$ cat src/rtl/m_uart_tx_arb_pkg.sv
// Shared types for the UART transmit arbiter.
// State encoding, frame length and counter sizing helper.
package m_uart_pkg;

  typedef enum logic [1:0] {
    ST_IDLE = 2'd0,
    ST_SEND = 2'd1,
    ST_WAIT = 2'd2
  } arb_state_t;

  localparam int UART_FRAME_BITS = 10;

  // Width of a counter that must reach `timeout`, never zero bits.
  function automatic int cnt_width(input int timeout);
    return (timeout > 0) ? $clog2(timeout + 1) : 1;
  endfunction

endpackage

$ cat src/rtl/m_uart_tx_arb_if.sv
// Requester and transmitter bundle of the UART arbiter.
// slave = arbiter side, master = requesters plus transmitter.
interface m_uart_tx_arb_if #(
  parameter int N_REQ = 4
);
  localparam int GW = $clog2(N_REQ);

  logic [N_REQ-1:0]   REQ_VALID;
  logic [8*N_REQ-1:0] REQ_DATA;
  logic [N_REQ-1:0]   REQ_LAST;
  logic [N_REQ-1:0]   REQ_READY;
  logic               TX_VALID;
  logic [7:0]         TX_DIN;
  logic               TX_BUSY;
  logic [GW-1:0]      GRANT;
  logic               LOCKED;
  logic               ACTIVE;

  modport slave (
    input  REQ_VALID, REQ_DATA, REQ_LAST, TX_BUSY,
    output REQ_READY, TX_VALID, TX_DIN,
    output GRANT, LOCKED, ACTIVE
  );

  modport master (
    output REQ_VALID, REQ_DATA, REQ_LAST, TX_BUSY,
    input  REQ_READY, TX_VALID, TX_DIN,
    input  GRANT, LOCKED, ACTIVE
  );

endinterface

$ cat src/rtl/m_uart_tx_arb_rr_pick.sv
// Round-robin search: first set request at or after start_i,
// wrapping modulo N_REQ.
module m_rr_pick #(
  parameter  int N_REQ = 4,
  localparam int GW    = $clog2(N_REQ)
) (
  input  logic [N_REQ-1:0] req_i,
  input  logic [GW-1:0]    start_i,
  output logic             found_o,
  output logic [GW-1:0]    idx_o
);

  int          j;
  logic [GW-1:0] jj;

  // Scan farthest-first so the nearest hit is the last one written.
  always_comb begin
    found_o = 1'b0;
    idx_o   = '0;
    j       = 0;
    jj      = '0;
    for (int k = N_REQ - 1; k >= 0; k--) begin
      j = int'(start_i) + k;
      if (j >= N_REQ) j = j - N_REQ;
      jj = GW'(j);
      if (req_i[jj]) begin
        found_o = 1'b1;
        idx_o   = jj;
      end
    end
  end

endmodule

$ cat src/rtl/m_uart_tx_arb.sv
// Round-robin arbiter sharing one UART transmitter between
// N_REQ byte producers, with optional message lock and timeout.
module m_uart_tx_arb
  import m_uart_pkg::*;
#(
  parameter int N_REQ        = 4,
  parameter int LOCK_TIMEOUT = 100000
) (
  input  logic             CLK,
  input  logic             RST_N,
  m_uart_tx_arb_if.slave   io
);

  localparam int GW = $clog2(N_REQ);
  localparam int CW = cnt_width(LOCK_TIMEOUT);
  localparam logic [GW-1:0] LAST_IDX = GW'(N_REQ - 1);
  localparam logic [CW-1:0] TO_MAX =
    CW'((LOCK_TIMEOUT > 0) ? LOCK_TIMEOUT - 1 : 0);
  localparam bit TO_EN = (LOCK_TIMEOUT != 0);

  arb_state_t state_q, state_d;

  logic [GW-1:0]    grant_q, grant_d;
  logic             locked_q, locked_d;
  logic [7:0]       din_q, din_d;
  logic [CW-1:0]    cnt_q, cnt_d;

  logic [N_REQ-1:0] own;
  logic [N_REQ-1:0] elig;
  logic [GW-1:0]    start;
  logic [GW-1:0]    pick;
  logic             found;
  logic             fire;
  logic             stall;

  // Eligible set and search origin one past the last grant.
  always_comb begin
    own        = '0;
    own[grant_q] = 1'b1;
    elig  = locked_q ? (io.REQ_VALID & own) : io.REQ_VALID;
    start = (grant_q == LAST_IDX) ? '0 : grant_q + 1'b1;
  end

  m_rr_pick #(
    .N_REQ (N_REQ)
  ) u_pick (
    .req_i   (elig),
    .start_i (start),
    .found_o (found),
    .idx_o   (pick)
  );

  // Grant only from idle with the transmitter free; a stall is an
  // idle cycle where the lock owner has nothing to offer.
  always_comb begin
    fire  = (state_q == ST_IDLE) && !io.TX_BUSY && found;
    stall = (state_q == ST_IDLE) && locked_q && TO_EN &&
            !io.REQ_VALID[grant_q];
  end

  // State register.
  always_ff @(posedge CLK or negedge RST_N) begin
    if (!RST_N) state_q <= ST_IDLE;
    else        state_q <= state_d;
  end

  // Next state: idle -> send (one cycle) -> wait for busy to drop.
  always_comb begin
    state_d = state_q;
    unique case (state_q)
      ST_IDLE: if (fire) state_d = ST_SEND;
      ST_SEND: state_d = ST_WAIT;
      ST_WAIT: if (!io.TX_BUSY) state_d = ST_IDLE;
      default: state_d = ST_IDLE;
    endcase
  end

  // Outputs: combinational ready pulse, registered byte and status.
  always_comb begin
    io.REQ_READY = fire ? (N_REQ'(1) << pick) : '0;
    io.TX_VALID  = (state_q == ST_SEND);
    io.ACTIVE    = (state_q != ST_IDLE);
    io.TX_DIN    = din_q;
    io.GRANT     = grant_q;
    io.LOCKED    = locked_q;
  end

  // Capture on grant; otherwise age a stalled lock until it expires.
  // A grant and a stall cannot coincide, so the grant always wins.
  always_comb begin
    grant_d  = grant_q;
    locked_d = locked_q;
    din_d    = din_q;
    cnt_d    = cnt_q;
    if (fire) begin
      grant_d  = pick;
      din_d    = io.REQ_DATA[8*int'(pick) +: 8];
      locked_d = !io.REQ_LAST[pick];
      cnt_d    = '0;
    end else if (stall) begin
      if (cnt_q == TO_MAX) begin
        locked_d = 1'b0;
        cnt_d    = '0;
      end else begin
        cnt_d = cnt_q + 1'b1;
      end
    end
  end

  // Datapath registers.
  always_ff @(posedge CLK or negedge RST_N) begin
    if (!RST_N) begin
      grant_q  <= LAST_IDX;
      locked_q <= 1'b0;
      din_q    <= 8'hFF;
      cnt_q    <= '0;
    end else begin
      grant_q  <= grant_d;
      locked_q <= locked_d;
      din_q    <= din_d;
      cnt_q    <= cnt_d;
    end
  end

endmodule

$ cat src/flat_wrapper.sv
// flat-port wrapper written by rule: the top's interface ports become plain ports
module m_uart_tx_arb_flat import m_uart_pkg::*;
#(
  parameter int N_REQ        = 4,
  parameter int LOCK_TIMEOUT = 100000
)
  (CLK, RST_N, io_REQ_VALID, io_REQ_DATA, io_REQ_LAST, io_TX_BUSY, io_REQ_READY, io_TX_VALID, io_TX_DIN, io_GRANT, io_LOCKED, io_ACTIVE);
  m_uart_tx_arb_if #(.N_REQ(N_REQ)) io_i ();
  input  logic CLK;
  input  logic RST_N;
  input wire logic [$bits(io_i.REQ_VALID)-1:0] io_REQ_VALID;
  input wire logic [$bits(io_i.REQ_DATA)-1:0] io_REQ_DATA;
  input wire logic [$bits(io_i.REQ_LAST)-1:0] io_REQ_LAST;
  input wire logic [$bits(io_i.TX_BUSY)-1:0] io_TX_BUSY;
  output wire logic [$bits(io_i.REQ_READY)-1:0] io_REQ_READY;
  output wire logic [$bits(io_i.TX_VALID)-1:0] io_TX_VALID;
  output wire logic [$bits(io_i.TX_DIN)-1:0] io_TX_DIN;
  output wire logic [$bits(io_i.GRANT)-1:0] io_GRANT;
  output wire logic [$bits(io_i.LOCKED)-1:0] io_LOCKED;
  output wire logic [$bits(io_i.ACTIVE)-1:0] io_ACTIVE;
  assign io_i.REQ_VALID = io_REQ_VALID;
  assign io_i.REQ_DATA = io_REQ_DATA;
  assign io_i.REQ_LAST = io_REQ_LAST;
  assign io_i.TX_BUSY = io_TX_BUSY;
  assign io_REQ_READY = io_i.REQ_READY;
  assign io_TX_VALID = io_i.TX_VALID;
  assign io_TX_DIN = io_i.TX_DIN;
  assign io_GRANT = io_i.GRANT;
  assign io_LOCKED = io_i.LOCKED;
  assign io_ACTIVE = io_i.ACTIVE;
  m_uart_tx_arb #(.N_REQ(N_REQ), .LOCK_TIMEOUT(LOCK_TIMEOUT)) u_core (.CLK(CLK), .RST_N(RST_N), .io(io_i));
endmodule
$ cat config.mk
export PLATFORM = sky130hd
export DESIGN_NAME = m_uart_tx_arb_flat
export DESIGN_NICKNAME = d
export VERILOG_FILES = /design/src/rtl/m_uart_tx_arb_pkg.sv /design/src/rtl/m_uart_tx_arb_if.sv /design/src/rtl/m_uart_tx_arb_rr_pick.sv /design/src/rtl/m_uart_tx_arb.sv /design/src/flat_wrapper.sv
export SDC_FILE = /design/constraint.sdc
export NUM_CORES = 1
export LEC_CHECK = 0
export CAP_MARGIN = 10
export CORE_MARGIN = 2
export CORE_UTILIZATION = 28
export DETAILED_ROUTE_END_ITERATION = 7
export MAX_ROUTING_LAYER = met4
export SETUP_SLACK_MARGIN = 0.5
export SLEW_MARGIN = 20
export SYNTH_ARGS = -nofsm -noshare
export SYNTH_HDL_FRONTEND = slang
export SYNTH_HIERARCHICAL = 1
export SYNTH_SLANG_ARGS = --single-unit
$ cat constraint.sdc
create_clock -name CLK -period 6.3 [get_ports CLK]
set_input_delay 0.945 -clock CLK [delete_from_list [all_inputs] [get_ports CLK]]
set_output_delay 0.945 -clock CLK [all_outputs]
set_load 0.005 [all_outputs]
Word-level counts from Yosys, hierarchy flattened
Index checks and enable logic that the tools add are counted.
{ "totals": {"romBits": 0, "ff_bits": 30, "n_memories": 0, "latch_bits": 0, "mem_bits_rw": 0, "elab_cells": 86} }
{ "classes": {"magnitude_cmp": 11, "n_mul": 0, "n_mux": 38, "reduce_logical": 14, "shifts": 2, "n_addsub": 9, "bitwise": 1, "n_div": 0, "n_eq_ne": 6} }
{ "ops": {"columns": ["cell", "count"], "rows": [
  ["17-bit 2-to-1 mux", 3],
  ["32-bit by 6-bit indexed part select with 8-bit output", 1],
  ["2-bit 2-to-1 mux", 11],
  ["2-bit by 3-bit < comparator with 1-bit output (second input constant)", 6],
  ["17-bit by 1-bit adder with 17-bit output (second input constant)", 1],
  ["17-bit == test (second input constant)", 1],
  ["1-bit 2-to-1 mux", 14],
  ["1-bit binary-select mux with 2-bit select", 6],
  ["3-bit >= comparator (second input constant)", 3],
  ["4-bit 2-to-1 mux", 2],
  ["2-bit by 1-bit subtractor with 2-bit output (second input constant)", 4],
  ["2-bit by 2-bit adder with 3-bit output (second input constant)", 2],
  ["2-bit case mux with 3 select lines", 1],
  ["2-bit nonzero test", 3],
  ["1-bit logical AND", 5],
  ["4-bit AND", 1],
  ["2-bit == test (second input constant)", 2],
  ["2-bit AND reduction", 2],
  ["1-bit by 2-bit left shift with 4-bit output (first input constant)", 1],
  ["2-bit by 1-bit adder with 3-bit output (second input constant)", 1],
  ["2-bit by 3-bit >= comparator with 1-bit output (second input constant)", 1],
  ["1-bit logical NOT", 3],
  ["2-bit by 1-bit adder with 2-bit output (second input constant)", 1],
  ["1-bit demux with 2-bit select", 1],
  ["5 further kinds", 5]
]} }

Longest topological paths before layout
Gate-level depths: netlist of run 1.
{ "depth": {"ltp_word": 16, "depth_mapped": 11, "depth_no_buf": 9} }

Hierarchy
The synthesis of run 1 kept the hierarchy.
{ "by_module_without_submodules": {"columns": ["module", "n_inst", "seq_area_each_um2", "area_each_um2", "cells_each"], "rows": [
  ["m_uart_tx_arb", 1, 763.2, 1860.5, 186],
  ["m_rr_pick", 1, 0.0, 77.6, 13]
]} }

Worst setup path before layout of run 1
OpenSTA, ideal clock, no wires.
{ "synth_timing": {"kind": "in2out", "startpoint": "input port io_REQ_VALID[3]", "endpoint": "output port io_REQ_READY[3]", "path_buffers": 1, "path_slack_ns": 3.079, "cell_stages": 5, "arrival_time_ns": 2.276, "required_ns": 5.355, "cell_sequence": "o21a_1 -> mux2i_1 -> a211oi_2 -> clkbuf_1 -> and3_1"} }
{ "synth_via": {"elab_chain_len": 10, "elab_cells_between_ends": 21, "cone_classes": "1 x shift; 18 x mux; 1 x bitwise; 1 x reduce/logical"} }
{ "synth_lines": {"columns": ["element", "line_no", "text"], "rows": [
  ["from (decl)", "flat_wrapper.sv:11", "input wire logic [$bits(io_i.REQ_VALID)-1:0] io_REQ_VALID;"],
  ["4-bit AND", "m_uart_tx_arb.sv:40", "elig = locked_q ? (io.REQ_VALID & own) : io.REQ_VALID;"],
  ["4-bit 2-to-1 mux *", "m_uart_tx_arb.sv:40", null],
  ["1-bit binary-select mux with 2-bit select", "m_uart_tx_arb_rr_pick.sv:26", "if (req_i[jj]) begin"],
  ["1-bit 2-to-1 mux (implied by the code)", "m_uart_tx_arb_rr_pick.sv:26", null],
  ["2-bit 2-to-1 mux (3 in series)", "m_uart_tx_arb_rr_pick.sv:26", null],
  ["2-bit 2-to-1 mux *", "m_uart_tx_arb_rr_pick.sv:26", null],
  ["via u_core.pick[0]", "m_uart_tx_arb.sv:31", "logic [GW-1:0] pick;"],
  ["1-bit by 2-bit left shift with 4-bit output *", "m_uart_tx_arb.sv:80", "io.REQ_READY = fire ? (N_REQ'(1) << pick) : '0;"],
  ["4-bit 2-to-1 mux *", "m_uart_tx_arb.sv:80", null],
  ["to (decl)", "flat_wrapper.sv:15", "output wire logic [$bits(io_i.REQ_READY)-1:0] io_REQ_READY;"]
]} }
Mark *: on every way through the listed nets, which the timed path passes. The rest lies on a longest branch. The select of a mux whose other input is x is not followed.

Final worst setup path of run 1
{ "layout_timing": {"startpoint": "input port io_REQ_VALID[3]", "endpoint": "output port io_REQ_READY[2]"} }
{ "layout_via": {"elab_chain_len": 10, "elab_cells_between_ends": 21, "cone_classes": "1 x shift; 18 x mux; 1 x bitwise; 1 x reduce/logical"} }
{ "layout_lines": {"columns": ["element", "line_no", "text"], "rows": [
  ["4-bit AND", "m_uart_tx_arb.sv:40", null],
  ["4-bit 2-to-1 mux *", "m_uart_tx_arb.sv:40", null],
  ["via u_core.elig[3]", "m_uart_tx_arb.sv:29", "logic [N_REQ-1:0] elig;"],
  ["1-bit binary-select mux with 2-bit select", "m_uart_tx_arb_rr_pick.sv:26", null],
  ["1-bit 2-to-1 mux (implied by the code)", "m_uart_tx_arb_rr_pick.sv:26", null],
  ["1-bit 2-to-1 mux (3 in series)", "m_uart_tx_arb_rr_pick.sv:26", null],
  ["1-bit 2-to-1 mux *", "m_uart_tx_arb_rr_pick.sv:26", null],
  ["via u_core.found", "m_uart_tx_arb.sv:32", "logic found;"],
  ["1-bit logical AND *", "m_uart_tx_arb.sv:56", "fire = (state_q == ST_IDLE) && !io.TX_BUSY && found;"],
  ["4-bit 2-to-1 mux *", "m_uart_tx_arb.sv:80", null]
]} }
Marks and branches as above.

==> impl_metrics.ini, run 1 <==
[logic_synthesis]
ys.flop_type = dfrtp_1
synth_seq_area_share_pct = 39.4
avgSynthCellArea_um2 = 9.74
syn-cell-area_mm2 = 0.00194
async_flop_share_pct = 100
syn_inst = 199
synth-edff-count = 0
yosys_warnings = 6
ys_seq_elements = 30
yosys.cell_types.count = 41
synth_top_area_cell = dfrtp_1
synth_area_leaders = dfrtp_1 (26%), dfstp_2 (14%), mux4_2 (12%)
syn_nets = 247
yosys.area.top_type_share_pct = 25.8

[grt]
antenna_found_initial = 0
grt_max_degree = 31
overflow = 0
grtUsageTotal_pct = 14.3
grt_pass1_vias = 1795
grt_pass1_wl_um = 8270

[routing]
antenna_left = 0
drtIter0Drc = 52
first_pass_iters = 4
drc = 0
wl_per_cell_um = 14.0
num_vias = 1743
routed_wl_um = 4740
via_per_inst = 5.16

[layout]
final_cells = 338
stdcell_area_mm2 = 0.00268
syn2layout_area_growth_pct = 38.2
fin_nets = 305
num_antenna_cells = 0
drive_above_1_share_pct = 14.0
final_util_pct = 39.6
multi_input_area_mm2 = 0.00110
seqCellArea_um2 = 763
nFillCells = 707

[sta]
hold_viol_final = 0
worst_slew_pin_slew_ns = 0.952
period_share_pct = 71.8
fin_crit_ns = 4.53
fin_ws_ns = 1.77
clock_skew_ns = 0.00128
whs_ns = 0.460
max_slew_margin_pct = 36.3
rsz0062_at_grt = false
max_freq_ghz = 0.221
tns_ns = 0
slew_violations = 0
setup_viol = 0

[clock_tree]
cts_tree = built
cts_max_path_buffers = 2
cts_buffers = 5
clk_pin_slew_ns = 0.06
root_buffer = clkbuf_8
cts_resized = 0
post_cts_buffers = 0
cts_hold_buf = 0
h-tree-depth = 2
clock_latency_ns = 0.28
cts.sinks = 30

[worst_setup_path]
crit_chain = clkdlybuf4s50_1, o21a_1, nor2_1, nand2_1, or3b_1, inv_1, nand2_1, nor2_1, clkdlybuf4s50_1
crit_path_end_kind = primary output
cp.required_ns = 5.35
cp_slowest_stage_delay_ns = 0.65
reg2reg_from = u_core/io.GRANT[0]$_DFFE_PN1P_
cp_max_fo = 20
cp_slowest_cell = or3b_1
worst-setup-path-type = in2out
reg2reg_depth = 8
worstPathArrival_ns = 3.58
r2r_end = u_core/cnt_q[6]$_DFFE_PN0P_
rrSetupSlack_ns = 3.41
worstSetupStartpointType = primary input

[place]
post-dp-hpwl_um = 3560
pre_cts_slack_ns = 1.77
port_buffers = 59
dp_cells = 330
gp_congestion = 0.795
postPlaceCellArea_mm2 = 0.00259

[min_path]
hold_path.class = reg2reg
hp-start = u_core/io.TX_DIN[6]$_DFFE_PN1P_
holdPathStages = 2
min_to = u_core/io.TX_DIN[6]$_DFFE_PN1P_

[floorplan]
die_w_um = 87.2
chipHeight_um = 87.2
num_io_pins = 60
fp.dieArea_mm2 = 0.00760
std_cell_rows = 30
initial_utilization_pct = 28.7
core_mm2 = 0.00676

[pwr]
total_power_mw = 0.975
p_leak_nw = 1.15
power_density_mw_per_mm2 = 364
irDropWorstVdd_v = 0.000161

[run_status]
run_status = completed

[flow_run]
maxCapViolCount = 0
[cell type report]
type | instances | area share, %
clock buffer | 7 | 3.22
clock inverter | 1 | 0.187
sequential | 30 | 28.5
inverter | 4 | 0.561
timing repair buffer | 61 | 22.6
tap | 80 | 3.74
multi-input combinational | 155 | 41.2
[layer usage]
| metal | track usage [%] | up-vias | routed length (um) |
|---|---|---|---|
| li1 | - | 847 | - |
| met1 | 16.9 | 832 | 2080 |
| met2 | 22.9 | 58 | 2270 |
| met3 | 4.55 | 6 | 329 |
| met4 | 5.17 | 0 | 53 |
| met5 | - | - | 0 |
[worst max-delay path, delay by kind of cell]
family,cells,cell delay (ns)
AND/OR/NAND/NOR,5,1.04
buffers and inverters,3,1.42
AO/OA/AOI/OAI,1,0.18
[registers in the layout (all words and copies together) (netlist names)]
register          count
u_core/cnt_q         17
u_core/io.GRANT       2
u_core/io.LOCKED      1
u_core/io.TX_DIN      8
u_core/state_q        2
[how the worst max path moves through the flow]
stage / start / to / slack, ns / depth (start not counted)
CTS: io_REQ_VALID[3] / io_REQ_READY[2] / 1.74 / 9
global route: io_REQ_VALID[3] / io_REQ_READY[2] / 1.51 / 9
detailed placement: io_REQ_VALID[3] / io_REQ_READY[2] / 1.77 / 9
finish: io_REQ_VALID[3] / io_REQ_READY[2] / 1.77 / 9
global placement: io_REQ_VALID[3] / io_REQ_READY[2] / 1.82 / 9
floorplan: io_REQ_VALID[3] / io_REQ_READY[3] / 3.08 / 5
[synthesized netlist by cell type (2+ instances only)]
master,n
clkbuf_1,4
nand4_1,3
o21a_1,4
nand2_1,36
dfstp_2,10
and4_1,3
ha_1,5
nor4_1,3
nor3_1,6
o211ai_1,3
buf_6,2
nor2b_1,2
a21oi_1,2
nand2b_1,3
nand3_1,6
and3_1,6
o21ai_0,18
nor2_1,12
dfrtp_1,20
a21o_1,9
nor4bb_1,2
buf_2,4
nor3b_1,5
mux4_2,10
inv_1,4
a22o_1,2
[power breakdown]
group | leakage (nW) | internal [mW] | switching [mW]
clock | 0.0482 | 0.0880 | 0.0718
sequential | 0.380 | 0.263 | 0.0366
combinational | 0.718 | 0.272 | 0.244
total | 1.15 | 0.623 | 0.352
[cells in the final DEF, fill, tap and decap left out, drive strengths merged, types with 3 or more instances in the layout]
cell type       n
clkbuf          7
nor4            4
o21ai          18
nand3           6
nor3            6
dfstp          10
o211ai          3
clkdlybuf4s50  59
a21o            9
mux4           10
and4            3
and3            6
nand2          36
o21a            4
nand4           3
nor2           12
inv             4
nand2b          3
dfrtp          20
nor3b           5
ha              5
[logic make-up after synthesis]
logic type,synth area share [%]
buf+inv,3.74
compound gates,14.1
fa+ha+maj,3.23
flops,39.4
mux,12.7
simple gates,26.8
(Power assumes the default switching activity.)
==> inputs of run 2 (changes only) <==
==> constraint.sdc (replaced) <==
create_clock -name CLK -period 4.42 [get_ports CLK]
set_input_delay 0.663 -clock CLK [delete_from_list [all_inputs] [get_ports CLK]]
set_output_delay 0.663 -clock CLK [all_outputs]
set_load 0.005 [all_outputs]
==> run 2 against run 1 <==
  * Clock-buffer cell count decreased by 1
  * Die area unchanged
  * Total power rose by 44%
  * Flip-flop and latch count is the same
  * First-iteration DRC count up 73%
  * Clock power increased by 44%
  * Critical path type unchanged
==> impl_metrics.ini, run 2 (synthesized netlist as in run 1, its figures left out) <==
[sta]
clock_skew_ns = 0.00526
max_slew_margin_pct = 71.1
hold_viol_final = 0
slew_violations = 0
period_share_pct = 80.2
tns_ns = 0
rsz0062_at_grt = false
whs_ns = 0.458
fin_ws_ns = 0.873
fin_crit_ns = 3.55
max_freq_ghz = 0.282
worst_slew_pin_slew_ns = 0.432
setup_viol = 0

[grt]
overflow = 0
grt_pass1_wl_um = 8050
grt_pass1_vias = 1845
grt_max_degree = 31
antenna_found_initial = 0
grtUsageTotal_pct = 13.5

[clock_tree]
cts_max_path_buffers = 2
clock_latency_ns = 0.28
cts.sinks = 30
cts_resized = 0
root_buffer = clkbuf_8
post_cts_buffers = 0
h-tree-depth = 2
cts_tree = built
clk_pin_slew_ns = 0.06
cts_buffers = 5
cts_hold_buf = 0

[floorplan]
core_mm2 = 0.00676
initial_utilization_pct = 28.7
num_io_pins = 60
fp.dieArea_mm2 = 0.00760
std_cell_rows = 30
die_w_um = 87.2
chipHeight_um = 87.2

[min_path]
holdPathStages = 2
hp-start = u_core/io.TX_DIN[4]$_DFFE_PN1P_
min_to = u_core/io.TX_DIN[4]$_DFFE_PN1P_
hold_path.class = reg2reg

[layout]
drive_above_1_share_pct = 15.0
largest_reg_flops = 17
num_antenna_cells = 0
top_register = u_core/cnt_q
fin_nets = 307
syn2layout_area_growth_pct = 39.1
final_common_cell = clkdlybuf4s50_1
final_cell_mix = clkdlybuf4s50_1 (59), nand2_1 (36), dfrtp_1 (20), o21ai_0 (18), nor2_1 (12)
final_util_pct = 39.9
final_cells = 340

[pwr]
p_leak_nw = 1.15
pwr-share-comb_pct = 53.1
p_sw_share_pct = 36.0
switching_power_mw = 0.505
internal_power_mw = 0.898
power_density_mw_per_mm2 = 520
seqPwrFrac_pct = 30.4
irDropWorstVdd_v = 0.000302
clockPowerShare_pct = 16.5

[routing]
first_pass_iters = 4
route.top_layer_used = met4
route.met3.wl_um = 312
via_per_inst = 5.14
wl_met2_um = 2200
num_vias = 1747
drtIter0Drc = 90
wl_per_cell_um = 13.6
drc = 0
routed_wl_um = 4630
wl_met1_um = 2070
antenna_left = 0

[place]
dp_cells = 332
post-dp-hpwl_um = 3530
gp_congestion = 0.832
port_buffers = 59
pre_cts_slack_ns = 0.863

[worst_setup_path]
crit_chain = clkdlybuf4s50_1, o21a_1, nor2_1, nand2_1, or3b_1, inv_1, nand2_1, nor2_1, clkdlybuf4s50_1
cp_max_fo = 15
worstSetupStartpointType = primary input
critPathBufInv = 3
rrSetupSlack_ns = 1.83
critPathTopFamily = buffers and inverters
reg2reg_depth = 8
worst-setup-path-type = in2out
r2r_end = u_core/io.TX_DIN[7]$_DFFE_PN1P_
cp_slowest_cell = clkdlybuf4s50_1
cp_slowest_stage_delay_ns = 0.51
worstPathArrival_ns = 2.88
cp.required_ns = 3.76
crit_path_end_kind = primary output
reg2reg_from = u_core/io.GRANT[0]$_DFFE_PN1P_

[run_status]
run_status = completed

[flow_run]
maxCapViolCount = 0
==> run 2: power by group through the flow <==
stage	combinational [mW]	clock, mW	sequential (mW)
2_1_floorplan	0.487	0	0.424
3_3_place_gp	0.757	0	0.431
3_5_place_dp	0.756	0	0.431
4_1_cts	0.757	0.240	0.429
5_1_grt	0.830	0.254	0.440
6_report	0.745	0.231	0.426
==> run 2: stage by stage <==
| step | instance area (um^2) | total power [mW] |
|---|---|---|
| after global routing | 2700 | 1.52 |
| after global placement | 2600 | 1.19 |
| after CTS | 2700 | 1.42 |
| after detailed placement | 2600 | 1.19 |
| final | 2700 | 1.40 |
| after floorplan | 1940 | 0.911 |
==> run 2: layout make-up <==
type	count	area, um^2
clock inverter	2	12.5
clock buffer	6	82.6
sequential	30	763
multi-input combinational	155	1100
fill	685	4060
inverter	4	15.0
tap	80	100
timing repair buffer	63	621
==> run 2: worst register-to-register path, cell delays in order (launching register included) <==
cell	delay, ns
dfstp_2	0.59
inv_1	0.09
ha_1	0.36
mux2i_1	0.17
a211oi_2	0.37
buf_4	0.28
mux4_2	0.52
nand2_1	0.09
nand2_1	0.05
==> run 2: how the worst max path moves through the flow <==
stage	startpoint	to	depth (start not counted)
after floorplan	u_core/io.GRANT[0]$_DFFE_PN1P_	io_REQ_READY[3]	6
after global placement	io_REQ_VALID[3]	io_REQ_READY[2]	9
after detailed placement	io_REQ_VALID[1]	io_REQ_READY[1]	9
after CTS	io_REQ_VALID[1]	io_REQ_READY[1]	9
after global routing	io_REQ_VALID[3]	io_REQ_READY[1]	9
final	io_REQ_VALID[1]	io_REQ_READY[2]	9
==> run 2: routing by layer <==
| layer | global-route usage (%) | vias up |
|---|---|---|
| li1 | - | 851 |
| met1 | 15.8 | 825 |
| met2 | 22.9 | 65 |
| met3 | 3.60 | 6 |
| met4 | 3.78 | 0 |
| met5 | - | - |
